### config.mk
export PLATFORM = sky130hd
export DESIGN_NAME = stepper_move_controller
export DESIGN_NICKNAME = d
export VERILOG_FILES = /design/src/rtl/stepper_move_controller_pkg.sv /design/src/rtl/stepper_move_controller_tick_timer.sv /design/src/rtl/stepper_move_controller.sv
export SDC_FILE = /design/constraint.sdc
export NUM_CORES = 1
export LEC_CHECK = 0
export CAP_MARGIN = 30
export CORE_MARGIN = 5
export CORE_UTILIZATION = 58
export CTS_CLUSTER_DIAMETER = 150
export DETAILED_ROUTE_END_ITERATION = 12
export GPL_TIMING_DRIVEN = 0
export PLACE_DENSITY = 0.81
export SLEW_MARGIN = 20
export SYNTH_ARGS = -nofsm -noshare
export SYNTH_HDL_FRONTEND = slang
export SYNTH_SLANG_ARGS = --single-unit
export TNS_END_PERCENT = 20
### constraint.sdc
create_clock -name clk -period 3.9 [get_ports clk]
set_input_delay 0.39 -clock clk [delete_from_list [all_inputs] [get_ports clk]]
set_output_delay 0.39 -clock clk [all_outputs]
set_load 0.005 [all_outputs]
### src/rtl/stepper_move_controller_pkg.sv
// Shared stepper definitions: FSM states, drive-mode encodings and the 8-entry
// unipolar phase table, reused by the future bipolar/microstep blocks.
package stepper_move_controller_pkg;

  typedef enum logic [1:0] {
    ST_IDLE   = 2'd0,
    ST_RUN    = 2'd1,
    ST_SETTLE = 2'd2,
    ST_DONE   = 2'd3
  } state_t;

  localparam logic [1:0] MODE_WAVE = 2'b00;
  localparam logic [1:0] MODE_FULL = 2'b01;
  localparam logic [1:0] MODE_HALF = 2'b10;

  function automatic logic [3:0] phase_pattern(input logic [2:0] idx);
    logic [3:0] pat;
    case (idx)
      3'd0: pat = 4'b1000;
      3'd1: pat = 4'b1100;
      3'd2: pat = 4'b0100;
      3'd3: pat = 4'b0110;
      3'd4: pat = 4'b0010;
      3'd5: pat = 4'b0011;
      3'd6: pat = 4'b0001;
      default: pat = 4'b1001;
    endcase
    return pat;
  endfunction

  // Wave lives on even indices, full on odd; a parity mismatch costs one
  // single-index alignment step before the mode's normal stride of 2.
  function automatic logic [2:0] phase_advance(input logic [2:0] phase,
                                               input logic [1:0] mode,
                                               input logic       dir);
    logic [2:0] delta;
    case (mode)
      MODE_HALF:            delta = 3'd1;
      MODE_FULL:            delta = phase[0] ? 3'd2 : 3'd1;
      MODE_WAVE, 2'b11:     delta = phase[0] ? 3'd1 : 3'd2;
      default:              delta = 3'd1;
    endcase
    return dir ? phase + delta : phase - delta;
  endfunction

endpackage

### src/rtl/stepper_move_controller_tick_timer.sv
// Loadable down-counter; tick is high while the count sits at zero.
module stepper_move_controller_tick_timer #(
  parameter int W = 20
) (
  input  logic         clk,
  input  logic         rst,
  input  logic         load,
  input  logic [W-1:0] value,
  input  logic         en,
  output logic         tick
);

  logic [W-1:0] count;

  always_ff @(posedge clk or posedge rst) begin
    if (rst) begin
      count <= '0;
    end else if (load) begin
      count <= value;
    end else if (en && count != '0) begin
      count <= count - W'(1);
    end
  end

  assign tick = (count == '0);

endmodule

### src/rtl/stepper_move_controller.sv
// Counted, handshaked, abortable move sequencer for the 28BYJ-48 stepper
// driving the ULN2003 coil pins directly.
module stepper_move_controller
  import stepper_move_controller_pkg::*;
#(
  parameter int STEPS_W    = 16,
  parameter int PERIOD_W   = 20,
  parameter int POS_W      = 24,
  parameter int MIN_PERIOD = 100000,
  parameter int SETTLE_CYC = 50000,
  parameter bit HOLD_EN    = 1'b1
) (
  input  logic                clk,
  input  logic                rst,
  input  logic                cmd_valid,
  output logic                cmd_ready,
  input  logic [STEPS_W-1:0]  cmd_steps,
  input  logic                cmd_dir,
  input  logic [1:0]          cmd_mode,
  input  logic [PERIOD_W-1:0] cmd_period,
  input  logic                abort,
  output logic [3:0]          salidaMotor,
  output logic                busy,
  output logic                done,
  output logic                aborted,
  output logic [POS_W-1:0]    position,
  output logic                ledDireccion
);

  localparam int SETTLE_W = (SETTLE_CYC < 2) ? 1 : $clog2(SETTLE_CYC);

  state_t              state;
  logic [2:0]          phase;
  logic [2:0]          phase_nxt;
  logic [STEPS_W-1:0]  remaining;
  logic                dir_q;
  logic [1:0]          mode_q;
  logic [PERIOD_W-1:0] period_q;
  logic [PERIOD_W-1:0] period_eff;
  logic [PERIOD_W-1:0] step_reload;
  logic                step_tick;
  logic                settle_tick;
  logic                accept;
  logic                step_now;
  logic                enter_settle;

  assign period_eff   = (cmd_period < PERIOD_W'(MIN_PERIOD)) ? PERIOD_W'(MIN_PERIOD) : cmd_period;
  assign step_reload  = accept ? period_eff - PERIOD_W'(1) : period_q - PERIOD_W'(1);
  assign accept       = cmd_valid && cmd_ready && (state == ST_IDLE);
  // Abort beats a coincident step tick, so the step is simply never taken.
  assign step_now     = (state == ST_RUN) && step_tick && !abort;
  assign enter_settle = (state == ST_RUN) && (abort || (step_tick && remaining == STEPS_W'(1)));
  assign phase_nxt    = phase_advance(phase, mode_q, dir_q);

  stepper_move_controller_tick_timer #(.W(PERIOD_W)) u_step_timer (
    .clk   (clk),
    .rst   (rst),
    .load  (accept || step_now),
    .value (step_reload),
    .en    (state == ST_RUN),
    .tick  (step_tick)
  );

  stepper_move_controller_tick_timer #(.W(SETTLE_W)) u_settle_timer (
    .clk   (clk),
    .rst   (rst),
    .load  (enter_settle),
    .value (SETTLE_W'(SETTLE_CYC - 1)),
    .en    (state == ST_SETTLE),
    .tick  (settle_tick)
  );

  // The coil register is written with the pattern of the phase being entered,
  // so each step's coil change lands on the same edge as the step itself.
  always_ff @(posedge clk or posedge rst) begin
    if (rst) begin
      state        <= ST_IDLE;
      salidaMotor  <= 4'b0000;
      phase        <= 3'd0;
      position     <= '0;
      remaining    <= '0;
      dir_q        <= 1'b0;
      mode_q       <= MODE_WAVE;
      period_q     <= '0;
      cmd_ready    <= 1'b1;
      busy         <= 1'b0;
      done         <= 1'b0;
      aborted      <= 1'b0;
      ledDireccion <= 1'b0;
    end else begin
      done <= 1'b0;
      case (state)
        ST_IDLE: begin
          if (accept) begin
            dir_q        <= cmd_dir;
            mode_q       <= cmd_mode;
            period_q     <= period_eff;
            remaining    <= cmd_steps;
            ledDireccion <= cmd_dir;
            aborted      <= 1'b0;
            cmd_ready    <= 1'b0;
            if (cmd_steps != '0) begin
              state       <= ST_RUN;
              busy        <= 1'b1;
              salidaMotor <= phase_pattern(phase);
            end else begin
              state <= ST_DONE;
              done  <= 1'b1;
            end
          end
        end
        ST_RUN: begin
          if (abort) begin
            aborted <= 1'b1;
          end else if (step_tick) begin
            phase       <= phase_nxt;
            salidaMotor <= phase_pattern(phase_nxt);
            position    <= dir_q ? position + POS_W'(1) : position - POS_W'(1);
            remaining   <= remaining - STEPS_W'(1);
          end
          if (enter_settle) begin
            state <= ST_SETTLE;
          end
        end
        ST_SETTLE: begin
          if (abort) begin
            aborted <= 1'b1;
          end
          if (settle_tick) begin
            state       <= ST_DONE;
            busy        <= 1'b0;
            done        <= 1'b1;
            salidaMotor <= HOLD_EN ? phase_pattern(phase) : 4'b0000;
          end
        end
        ST_DONE: begin
          state     <= ST_IDLE;
          cmd_ready <= 1'b1;
        end
        default: begin
          state <= ST_IDLE;
        end
      endcase
    end
  end

endmodule

==> results of run 1 <==
cell families after synthesis:
logic type | count (synthesis) | synth area share [%]
and+or+nand+nor | 350 | 23.7
muxes | 13 | 1.86
adders and majority gates | 37 | 6.58
DFF | 112 | 38.6
AOI/OAI and AO/OA | 232 | 20.5
buffers and inverters | 69 | 3.89
xor gates and xnor gates | 41 | 4.94
cell type report:
cell class	instances	area share, %
inverters	28	1.33
multi-input cells	673	48.9
clock inverters	5	0.468
well taps	168	2.46
flip-flops and latches	112	32.8
plain buffers	41	2.08
clock buffers	11	2.84
repair buffers	76	9.10
repair inverters	1	0.0585
per-stage QoR:
stage / cells / instance area, µm² / hold WS, ns / power [mW]
final: 1115 / 8550 / 0.394 / 5.53
after floorplan: 854 / 7270 / 0.440 / 3.89
after CTS: 1114 / 8540 / 0.404 / 5.51
after global routing: 1115 / 8550 / 0.420 / 6.01
after global placement: 1097 / 8230 / 0.454 / 4.50
after detailed placement: 1098 / 8260 / 0.461 / 4.59
cells in the final DEF, fill, tap and decap left out, types with 10 or more instances in the layout:
cell type,instances
nand2_1,127
dfrtp_1,111
clkdlybuf4s50_1,75
nor2_1,71
o21ai_0,62
a21oi_1,61
ha_1,35
nand3_1,34
inv_1,26
clkbuf_1,25
nor3_1,23
xnor2_1,21
xor2_1,20
a31oi_1,16
and3_1,15
o31ai_1,15
buf_2,13
nor4_1,13
o22ai_1,13
a21o_1,11
or3_1,10
synth_stat cells (6+ instances only):
cell type / count
dfrtp_1: 111
ha_1: 35
nor3_1: 23
and3_1: 15
nor3b_1: 6
nand4_1: 9
inv_1: 28
o31ai_1: 15
clkbuf_1: 24
nor4_1: 13
a21oi_1: 61
buf_2: 13
o22ai_1: 13
nand2b_1: 6
xor2_1: 20
a31oi_1: 16
a21o_1: 11
nand3_1: 34
nand2_1: 127
xnor2_1: 21
nor2_1: 71
or3_1: 10
nor2b_1: 6
o21a_1: 6
o21ai_0: 62
mux2i_1: 9
how the worst max path moves through the flow:
stage / to
6_report: position[22]
5_1_grt: position[20]
4_1_cts: position[22]
3_5_place_dp: position[22]
3_3_place_gp: u_settle_timer.count[3]
2_1_floorplan: aborted
report_power, final:
group          total (mW)  switching, mW  internal [mW]  leakage, nW
logic                2.77           1.65           1.12         2.15
clock network       0.903          0.447          0.457        0.129
registers            1.86          0.321           1.54         1.36
total                5.53           2.42           3.11         3.64
metal layers:
metal  wire, µm  part of all wire [%]  up-vias  GRT usage (%)
met5          0                     0        -              0
met4        342                   1.9        0           7.56
met3        996                   5.6       22           5.39
met2       8630                    48      187           41.4
met1       7930                    44     3152           32.9
li1           -                     -     3237              -
sequential cells by signal, indices dropped and copies added, names as in the netlist:
| register | count |
|---|---|
| aborted | 1 |
| busy | 1 |
| cmd_ready | 1 |
| dir_q | 1 |
| done | 1 |
| mode_q | 2 |
| period_q | 20 |
| phase | 3 |
| position | 24 |
| remaining | 16 |
| salidaMotor | 4 |
| state | 2 |
| u_settle_timer.count | 16 |
| u_step_timer.count | 20 |
==> impl_metrics.env, run 1 <==
export IMPL_status="finished, final reports clean"
export IMPL_final_setup_tns_ns=0
export IMPL_synth_area_leaders="dfrtp_1 (38%), nand2_1 (6.6%), ha_1 (6.0%)"
export IMPL_finalMaxSlewViolations=0
export IMPL_seq_area_frac_synth_pct=38.6
export IMPL_cp_buffers_inverters=1
export IMPL_finalWorstSetupSlack_ns=0.336
export IMPL_r2r_end="position[22]"
export IMPL_grt_pass1_vias=6290
export IMPL_die_h_um=122
export IMPL_core_um2=12200
export IMPL_cts_tree="built"
export IMPL_crit_slowest_cell="dfrtp_1"
export IMPL_r2r_start="dir_q"
export IMPL_fin_nets=1022
export IMPL_clkTransAtPathRegs_ns=0.07
export IMPL_synth_edf_count=0
export IMPL_hold_class="in2async"
export IMPL_power_density_nw_per_um2=647
export IMPL_multi_input_area_um2=4180
export IMPL_reg2reg_depth=10
export IMPL_grt_overflow_total=0
export IMPL_worst_setup_path_type="reg2reg"
export IMPL_ys_async_sr_fraction_pct=100
export IMPL_ys_seq_elements=112
export IMPL_dieArea_um2=14900
export IMPL_firstDrtPassIters=5
export IMPL_slowest_delay_ns=0.57
export IMPL_synth_top_area_share_pct=38.2
export IMPL_gp_congestion=0.900
export IMPL_cts_max_path_buffers=2
export IMPL_reg2reg_slack_ns=0.34
export IMPL_initial_core_util_pct=59.8
export IMPL_clock_latency_ns=0.36
export IMPL_clock_sinks=112
export IMPL_ant_nets=0
export IMPL_drt_iter0_drc=592
export IMPL_endpoint_kind="register"
export IMPL_grt_use_total_pct=25.0
export IMPL_syn_to_final_growth_pct=17.7
export IMPL_fin_crit_ns=3.56
export IMPL_ys_warnings_count=0
export IMPL_grt_setup_unrepaired="false"
export IMPL_peakVddDrop_v=0.000321
export IMPL_synth_cell_area_um2=7270
export IMPL_critical_path_depth=10
export IMPL_cts_root_buffer="clkbuf_16"
export IMPL_leakage_nw=3.64
export IMPL_drc_errors=0
export IMPL_vias=6598
export IMPL_period_share_pct=91.4
export IMPL_grt_pass1_wl_mm=30.1
export IMPL_rows=40
export IMPL_io_buffers=75
export IMPL_finalSetupViolCount=0
export IMPL_finalWirelength_mm=17.9
export IMPL_htree_levels=3
export IMPL_crit_chain="clkinvlp_4 > fa_1 > a21oi_1 > o211ai_1 > a2111oi_1 > nor2_1 > a211oi_1 > o41ai_1 > xor2_1 > mux2_2"
export IMPL_synth_top_area_cell="dfrtp_1"
export IMPL_arrival_ns=3.81
export IMPL_dp_hpwl_mm=13.2
export IMPL_critical_path_top_delay_family="compound AO/OA/AOI/OAI gates"
export IMPL_cp_start_kind="register"
export IMPL_hold_viol=0
export IMPL_cts_resized=0
export IMPL_maxCapViolations=0
export IMPL_fillers=1005
export IMPL_max_freq_mhz=281
export IMPL_synth_cell_types=72
export IMPL_grt_max_degree=79
export IMPL_post_cts_setup_buffers=0
export IMPL_antennaDiodeCount=0
export IMPL_worst_slew_pin_transition_ns=0.838
export IMPL_fp_dieW_um=122
export IMPL_synth_nets=934
export IMPL_cts_inserted_buffers=9
export IMPL_antenna_found_initial=0
export IMPL_syn_avg_cell_area_um2=8.51
export IMPL_synth_main_ff_cell="dfrtp_1"
export IMPL_crit_fanout=13
export IMPL_required_ns=4.15
export IMPL_postCtsHoldBufs=0
export IMPL_max_slew_margin_pct=43.7
export IMPL_pre_cts_slack_ns=0.176
export IMPL_utilization_pct=70.3
export IMPL_via_per_inst=5.92
export IMPL_layout_area_seq_um2=2800
export IMPL_finalClockSkew_ns=0.0120
export IMPL_drive_above_1_share_pct=7.07
export IMPL_ioPinCount=76
export IMPL_wl_per_cell_um=16.1
export IMPL_synthCells=854
export IMPL_crit_start="dir_q"
Power figures use the tool's default switching activity.
==> inputs of run 2 (changes only) <==
CORE_UTILIZATION = 60   (was 58)
DONT_BUFFER_PORTS = 1   (was unset)
PLACE_DENSITY = 0.76   (was 0.81)
SYNTH_HIERARCHICAL = 1   (was unset)
==> run 2 against run 1 <==
Net effect:
- the flow now finishes with violations (hold timing)
- wire length up 4.3%
- critical path depth up 3
- clock power up 8.1%
- sequential share of layout area up 0.89 points
- maximum frequency down 0.73%
- clock skew down 0.0016 ns
- core utilization down 4.1 points
==> impl_metrics.env, run 2 <==
export IMPL_reg2reg_slack_ns=0.31
export IMPL_core_um2=12600
export IMPL_p_sw_share_pct=43.3
export IMPL_power_density_nw_per_um2=692
export IMPL_post_synth_top_count_cell="nand2_1"
export IMPL_status="finished, violations left"
export IMPL_finalClockSkew_ns=0.0105
export IMPL_gp_congestion=0.873
export IMPL_die_h_um=123
export IMPL_rows=41
export IMPL_firstDrtPassIters=5
export IMPL_drive_above_1_share_pct=7.64
export IMPL_ys_warnings_count=6
export IMPL_final_area_um2=8330
export IMPL_grt_pass1_wl_mm=31.9
export IMPL_switchingPower_mw=2.49
export IMPL_maxCapViolations=0
export IMPL_place_area_um2=7980
export IMPL_period_share_pct=92.0
export IMPL_cts_inserted_buffers=9
export IMPL_share_comb_of_total_power_pct=48.0
export IMPL_cts_root_buffer="clkbuf_16"
export IMPL_wl_per_cell_um=16.8
export IMPL_synth_area_leaders="dfrtp_1 (36%), nand2_1 (6.8%), ha_1 (6.0%)"
export IMPL_crit_fanout=19
export IMPL_grt_setup_unrepaired="false"
export IMPL_synthCells=910
export IMPL_ys_async_sr_fraction_pct=100
export IMPL_grt_overflow_total=0
export IMPL_ys_seq_elements=112
export IMPL_leakage_nw=3.63
export IMPL_cp_start_kind="register"
export IMPL_max_slew_margin_pct=42.0
export IMPL_syn_avg_cell_area_um2=8.44
export IMPL_htree_levels=3
export IMPL_largest_reg_flops=24
export IMPL_synth_top_area_share_pct=36.2
export IMPL_clkTransAtPathRegs_ns=0.08
export IMPL_hold_class="in2async"
export IMPL_synth_edf_count=0
export IMPL_fp_dieW_um=123
export IMPL_utilization_pct=66.3
export IMPL_dp_hpwl_mm=14.1
export IMPL_synth_cell_types=82
export IMPL_cts_tree="built"
export IMPL_max_freq_mhz=279
export IMPL_dp_cells=1097
export IMPL_fillers=1101
export IMPL_worst_slew_pin_transition_ns=0.870
export IMPL_grt_max_degree=52
export IMPL_finalSetupViolCount=0
export IMPL_ys_top_cells_by_count="nand2_1 (140), dfrtp_1 (111), nor2_1 (58)"
export IMPL_arrival_ns=3.81
export IMPL_ant_nets=0
export IMPL_antenna_found_initial=1
export IMPL_peakVddDrop_v=0.000459
export IMPL_crit_slowest_cell="or4_4"
export IMPL_grt_use_total_pct=26.2
export IMPL_synth_main_ff_cell="dfrtp_1"
export IMPL_via_per_inst=6.04
export IMPL_seqPwrFrac_pct=35.0
export IMPL_final_common_cell="nand2_1"
export IMPL_seq_area_frac_synth_pct=36.5
export IMPL_post_layout_nonfiller_instances=1114
export IMPL_fin_crit_ns=3.59
export IMPL_initial_core_util_pct=61.1
export IMPL_hold_viol=1
export IMPL_required_ns=4.12
export IMPL_clock_sinks=112
export IMPL_dieArea_um2=15200
export IMPL_synth_top_area_cell="dfrtp_1"
export IMPL_hold_ws_ns=-0.00189
export IMPL_drt_iter0_drc=467
export IMPL_clock_latency_ns=0.36
export IMPL_grt_pass1_vias=6564
export IMPL_finalWirelength_mm=18.7
export IMPL_slowest_delay_ns=0.59
export IMPL_io_buffers=0
export IMPL_synth_cell_area_um2=7680
export IMPL_largest_register="position"
export IMPL_drc_errors=0
export IMPL_worst_setup_path_type="reg2reg"
export IMPL_cts_max_path_buffers=2
export IMPL_syn_to_final_growth_pct=8.46
export IMPL_p_int_mw=3.27
export IMPL_fin_nets=1019
export IMPL_endpoint_kind="register"
export IMPL_finalMaxSlewViolations=0
export IMPL_antennaDiodeCount=0
export IMPL_violations="hold timing"
export IMPL_ioPinCount=76
export IMPL_top_regs="position (24), period_q (20), u_step_timer/count (20)"
export IMPL_crit_chain="or4_4 > nor4_4 > buf_4 > buf_2 > nand2_1 > inv_1 > nand2b_1 > or2_1 > clkbuf_1 > clkbuf_4 > nand2_2 > clkbuf_2 > o21ai_0"
export IMPL_clockPowerShare_pct=16.9
export IMPL_vias=6727
export IMPL_final_cell_mix="nand2_1 (139), dfrtp_1 (111), nor2_1 (58)"
[run 2: changes by cell type after synthesis, moves of 9 or more]
cell	previous run	this run
and3_1	15	6
nand2_1	127	140
nor2_1	71	58
o21ai_0	62	49
o21ai_1	5	34
xnor2_1	21	39
[run 2: per-layer routing]
layer  vias up  wire length (µm)  global-route usage [%]
met3        42              1200                    7.23
li1       3331                 -                       -
met2       185              8650                    41.5
met1      3167              8280                    34.6
met4         2               520                    9.07
met5         -                13                       0
[run 2: worst max-delay path: cells and delay by family, from the launching register on]
kind	cells	cell delay, ns
AND/OR/NAND/NOR	6	1.50
buffers and inverters	6	1.36
flip-flops	1	0.44
AO/OA/AOI/OAI	1	0.15
[run 2: layout make-up]
class,count,area (µm²),area share [%]
repair buffers,5,60.1,0.721
flip-flops and latches,112,2800,33.7
clock inverters,3,40.0,0.481
clock buffers,13,270,3.25
well taps,172,215,2.58
multi-input cells,737,4650,55.8
plain buffers,33,143,1.71
inverters,39,149,1.79
[run 2: power by group through the flow]
stage | combinational [mW] | sequential [mW] | clock (mW)
2_1_floorplan | 2.22 | 1.91 | 0
3_3_place_gp | 2.65 | 2.01 | 0
3_5_place_dp | 2.73 | 2.02 | 0
4_1_cts | 2.74 | 2.01 | 0.993
5_1_grt | 3.15 | 2.08 | 1.04
6_report | 2.77 | 2.02 | 0.976
[run 2: stage by stage]
step / TNS [ns] / power (mW) / setup WS [ns] / hold WS (ns)
detailed placement: -11.06 / 4.75 / -0.617 / 0.273
CTS: 0 / 5.74 / 0.101 / 0.0114
floorplan: 0 / 4.13 / 0.452 / 0.304
global placement: -10.62 / 4.66 / -0.607 / 0.390
global route: 0 / 6.28 / 0.0365 / 0.0330
finish: 0 / 5.76 / 0.310 / -0.00189
[run 2: path summary, 6_finish.rpt]
kind / cells after the start / start / to
worst max register to register: 13 / u_step_timer/count[3] / u_step_timer/count[2]
worst min register to register: 2 / period_q[19] / period_q[19]
worst max-delay path: 13 / u_step_timer/count[3] / u_step_timer/count[2]
worst min-delay path: 1 / rst / u_settle_timer/count[13]
max in group asynchronous: 3 / rst / cmd_ready
min in group clk: 1 / cmd_valid / cmd_ready
[run 2: logic make-up after synthesis]
kind of cell,count (synthesis),share of synthesized area (%)
and+or+nand+nor,353,23.0
other,2,0.0978
buffers and inverters,75,3.75
muxes,15,2.04
adders and majority gates,39,6.55
DFF,112,36.5
xor gates and xnor gates,61,6.96
AOI/OAI and AO/OA,253,21.1
[run 2: repair_timing]
item,in CTS,in global routing
hold endpoints to repair,25,0
buffers inserted,0,3
gates cloned,0,0
setup endpoints to repair,20,29
hold buffers,1,0
resized for setup,5,10
pin swaps,0,2
==> inputs of run 3 (changes only) <==
CORE_MARGIN = unset   (was 5)
==> run 3 against run 2 <==
Net effect:
- the run still ends with hold timing left
- final area down 0.36%
- die area shrank 13%
- via count up 2.9%
- maximum frequency is 3.5% lower
- core utilization up 1.4 points
- clock skew up 0.0045 ns
- critical path depth is the same
- count of clock-buffer cells in the layout down 3
- critical endpoint is now remaining[3]
- cell count fell by 0.27%
- total power fell by 0.94%
==> impl_metrics.env, run 3 (synthesized netlist as in run 2, its figures left out) <==
export IMPL_ant_nets=0
export IMPL_grt_pass1_wl_mm=31.6
export IMPL_critical_path_top_delay_family="simple AND/OR/NAND/NOR gates"
export IMPL_hold_viol=16
export IMPL_dieArea_um2=13300
export IMPL_cts_max_path_buffers=2
export IMPL_initial_core_util_pct=62.6
export IMPL_required_ns=4.12
export IMPL_peakVddDrop_v=0.000377
export IMPL_antenna_found_initial=0
export IMPL_final_cell_mix="nand2_1 (139), dfrtp_1 (111), nor2_1 (57), a21oi_1 (57), o21ai_0 (49)"
export IMPL_place_area_um2=7970
export IMPL_switchingPower_mw=2.55
export IMPL_fin_nets=1020
export IMPL_crit_slowest_cell="or4_4"
export IMPL_worst_setup_path_type="reg2reg"
export IMPL_hold_class="in2async"
export IMPL_fillers=1007
export IMPL_core_um2=12300
export IMPL_cp_buffers_inverters=4
export IMPL_layout_area_seq_um2=2800
export IMPL_endpoint_kind="register"
export IMPL_finalClockSkew_ns=0.0149
export IMPL_hold_ws_ns=-0.00920
export IMPL_finalWirelength_mm=19.1
export IMPL_final_area_um2=8300
export IMPL_max_freq_mhz=269
export IMPL_final_common_cell="nand2_1"
export IMPL_via_per_inst=6.23
export IMPL_vias=6920
export IMPL_leakage_nw=3.60
export IMPL_cts_tree="built"
export IMPL_clkTransAtPathRegs_ns=0.07
export IMPL_finalSetupViolCount=0
export IMPL_wl_per_cell_um=17.2
export IMPL_ioPinCount=76
export IMPL_p_int_mw=3.15
export IMPL_rows=40
export IMPL_fin_crit_ns=3.72
export IMPL_firstDrtPassIters=5
export IMPL_pre_cts_slack_ns=-0.622
export IMPL_worst_slew_pin_transition_ns=0.885
export IMPL_drive_above_1_share_pct=7.64
export IMPL_slowest_delay_ns=0.60
export IMPL_grt_overflow_total=0
export IMPL_cts_inserted_buffers=9
export IMPL_largest_reg_flops=24
export IMPL_grt_max_degree=45
export IMPL_die_h_um=115
export IMPL_gp_congestion=0.930
export IMPL_power_density_nw_per_um2=688
export IMPL_multi_input_area_um2=4650
export IMPL_max_slew_margin_pct=40.9
export IMPL_cts_root_buffer="clkbuf_16"
export IMPL_grt_setup_unrepaired="true"
export IMPL_crit_top_cell="clkbuf_1"
export IMPL_finalMaxSlewViolations=0
export IMPL_grt_pass1_vias=6684
export IMPL_violations="hold timing"
export IMPL_fp_dieW_um=115
export IMPL_clock_sinks=112
export IMPL_maxCapViolations=0
export IMPL_cp_start_kind="register"
export IMPL_status="finished, violations left"
export IMPL_htree_levels=3
export IMPL_share_comb_of_total_power_pct=49.0
export IMPL_io_buffers=0
export IMPL_period_share_pct=95.3
export IMPL_arrival_ns=3.94
export IMPL_top_regs="position (24), period_q (20), u_step_timer/count (20)"
export IMPL_seqPwrFrac_pct=35.3
export IMPL_antennaDiodeCount=0
export IMPL_dp_hpwl_mm=14.4
export IMPL_drc_errors=0
export IMPL_crit_chain="or4_4 > nor4_4 > buf_2 > nand2_1 > inv_1 > nand2b_1 > or2_1 > clkbuf_1 > a22oi_2 > clkbuf_1 > nand3_1 > o21ai_0 > a21oi_1"
export IMPL_largest_register="position"
export IMPL_p_sw_share_pct=44.8
export IMPL_drt_iter0_drc=484
export IMPL_finalWorstSetupSlack_ns=0.181
export IMPL_grt_use_total_pct=30.4
export IMPL_clock_latency_ns=0.37
export IMPL_crit_fanout=10
export IMPL_clockPowerShare_pct=15.7
export IMPL_syn_to_final_growth_pct=8.07
-- run 3: path summary, 6_finish.rpt --
path | startpoint | endpoint | slack [ns] | cells after the start
worst max-delay path | u_step_timer/count[3] | remaining[3] | 0.18 | 13
worst max register to register | u_step_timer/count[3] | remaining[3] | 0.18 | 13
worst min register to register | position[23] | position[23] | 0.51 | 1
max in group asynchronous | rst | cmd_ready | 2.74 | 3
min in group clk | cmd_valid | cmd_ready | 0.09 | 1
worst min-delay path | rst | u_settle_timer/count[3] | -0.009 | 1
-- run 3: worst register-to-register path: stages (launching register included) --
cell and delay, ns:
dfrtp_1 0.45, or4_4 0.60, nor4_4 0.34, buf_2 0.29
nand2_1 0.12, inv_1 0.11, nand2b_1 0.09, or2_1 0.21
clkbuf_1 0.23, a22oi_2 0.42, clkbuf_1 0.41, nand3_1 0.12
o21ai_0 0.10, a21oi_1 0.09
-- run 3: area by class of cell --
class                           count  share of cell area (%)
Timing Repair Buffer                5                   0.724
Buffer                             34                    1.73
Tap cell                          168                    2.53
Sequential cell                   112                    33.8
Clock inverter                      6                   0.633
Inverter                           39                    1.79
Clock buffer                       10                    2.76
Multi-Input combinational cell    737                    56.0
-- run 3: power by group through the flow --
stage | sequential [mW] | combinational, mW | clock [mW]
after floorplan | 1.91 | 2.22 | 0
after global placement | 1.99 | 2.63 | 0
after detailed placement | 2.02 | 2.76 | 0
after CTS | 2.00 | 2.77 | 0.918
after global routing | 2.07 | 3.14 | 0.963
final | 2.01 | 2.80 | 0.894
-- run 3: timing repair --
| item | 4_1_cts | 5_1_grt |
|---|---|---|
| buffers inserted | 0 | 3 |
| hold endpoints to repair | 32 | 0 |
| resized for setup | 7 | 6 |
| endpoints found under the setup margin | 20 | 34 |
| hold buffers | 1 | 0 |
| pin swaps | 0 | 1 |
-- run 3: through the flow --
stage                     hold WS [ns]  total power [mW]  utilization (%)  cells  TNS (ns)
final                         -0.00920              5.71             67.7   1111         0
after global routing            0.0269              6.17             67.7   1111   -0.0396
after CTS                      0.00425              5.69             67.4   1109         0
after detailed placement         0.317              4.78             65.0   1093    -11.26
after global placement           0.379              4.62             64.8   1092     -9.02
after floorplan                  0.304              4.13                -    924         0
-- run 3: metal layers --
layer	routed length (µm)	track usage (%)	up-vias
met2	9440	51.5	219
met1	8040	38.1	3317
li1	-	-	3344
met3	1120	7.06	40
met5	0	0	-
met4	476	11.0	0
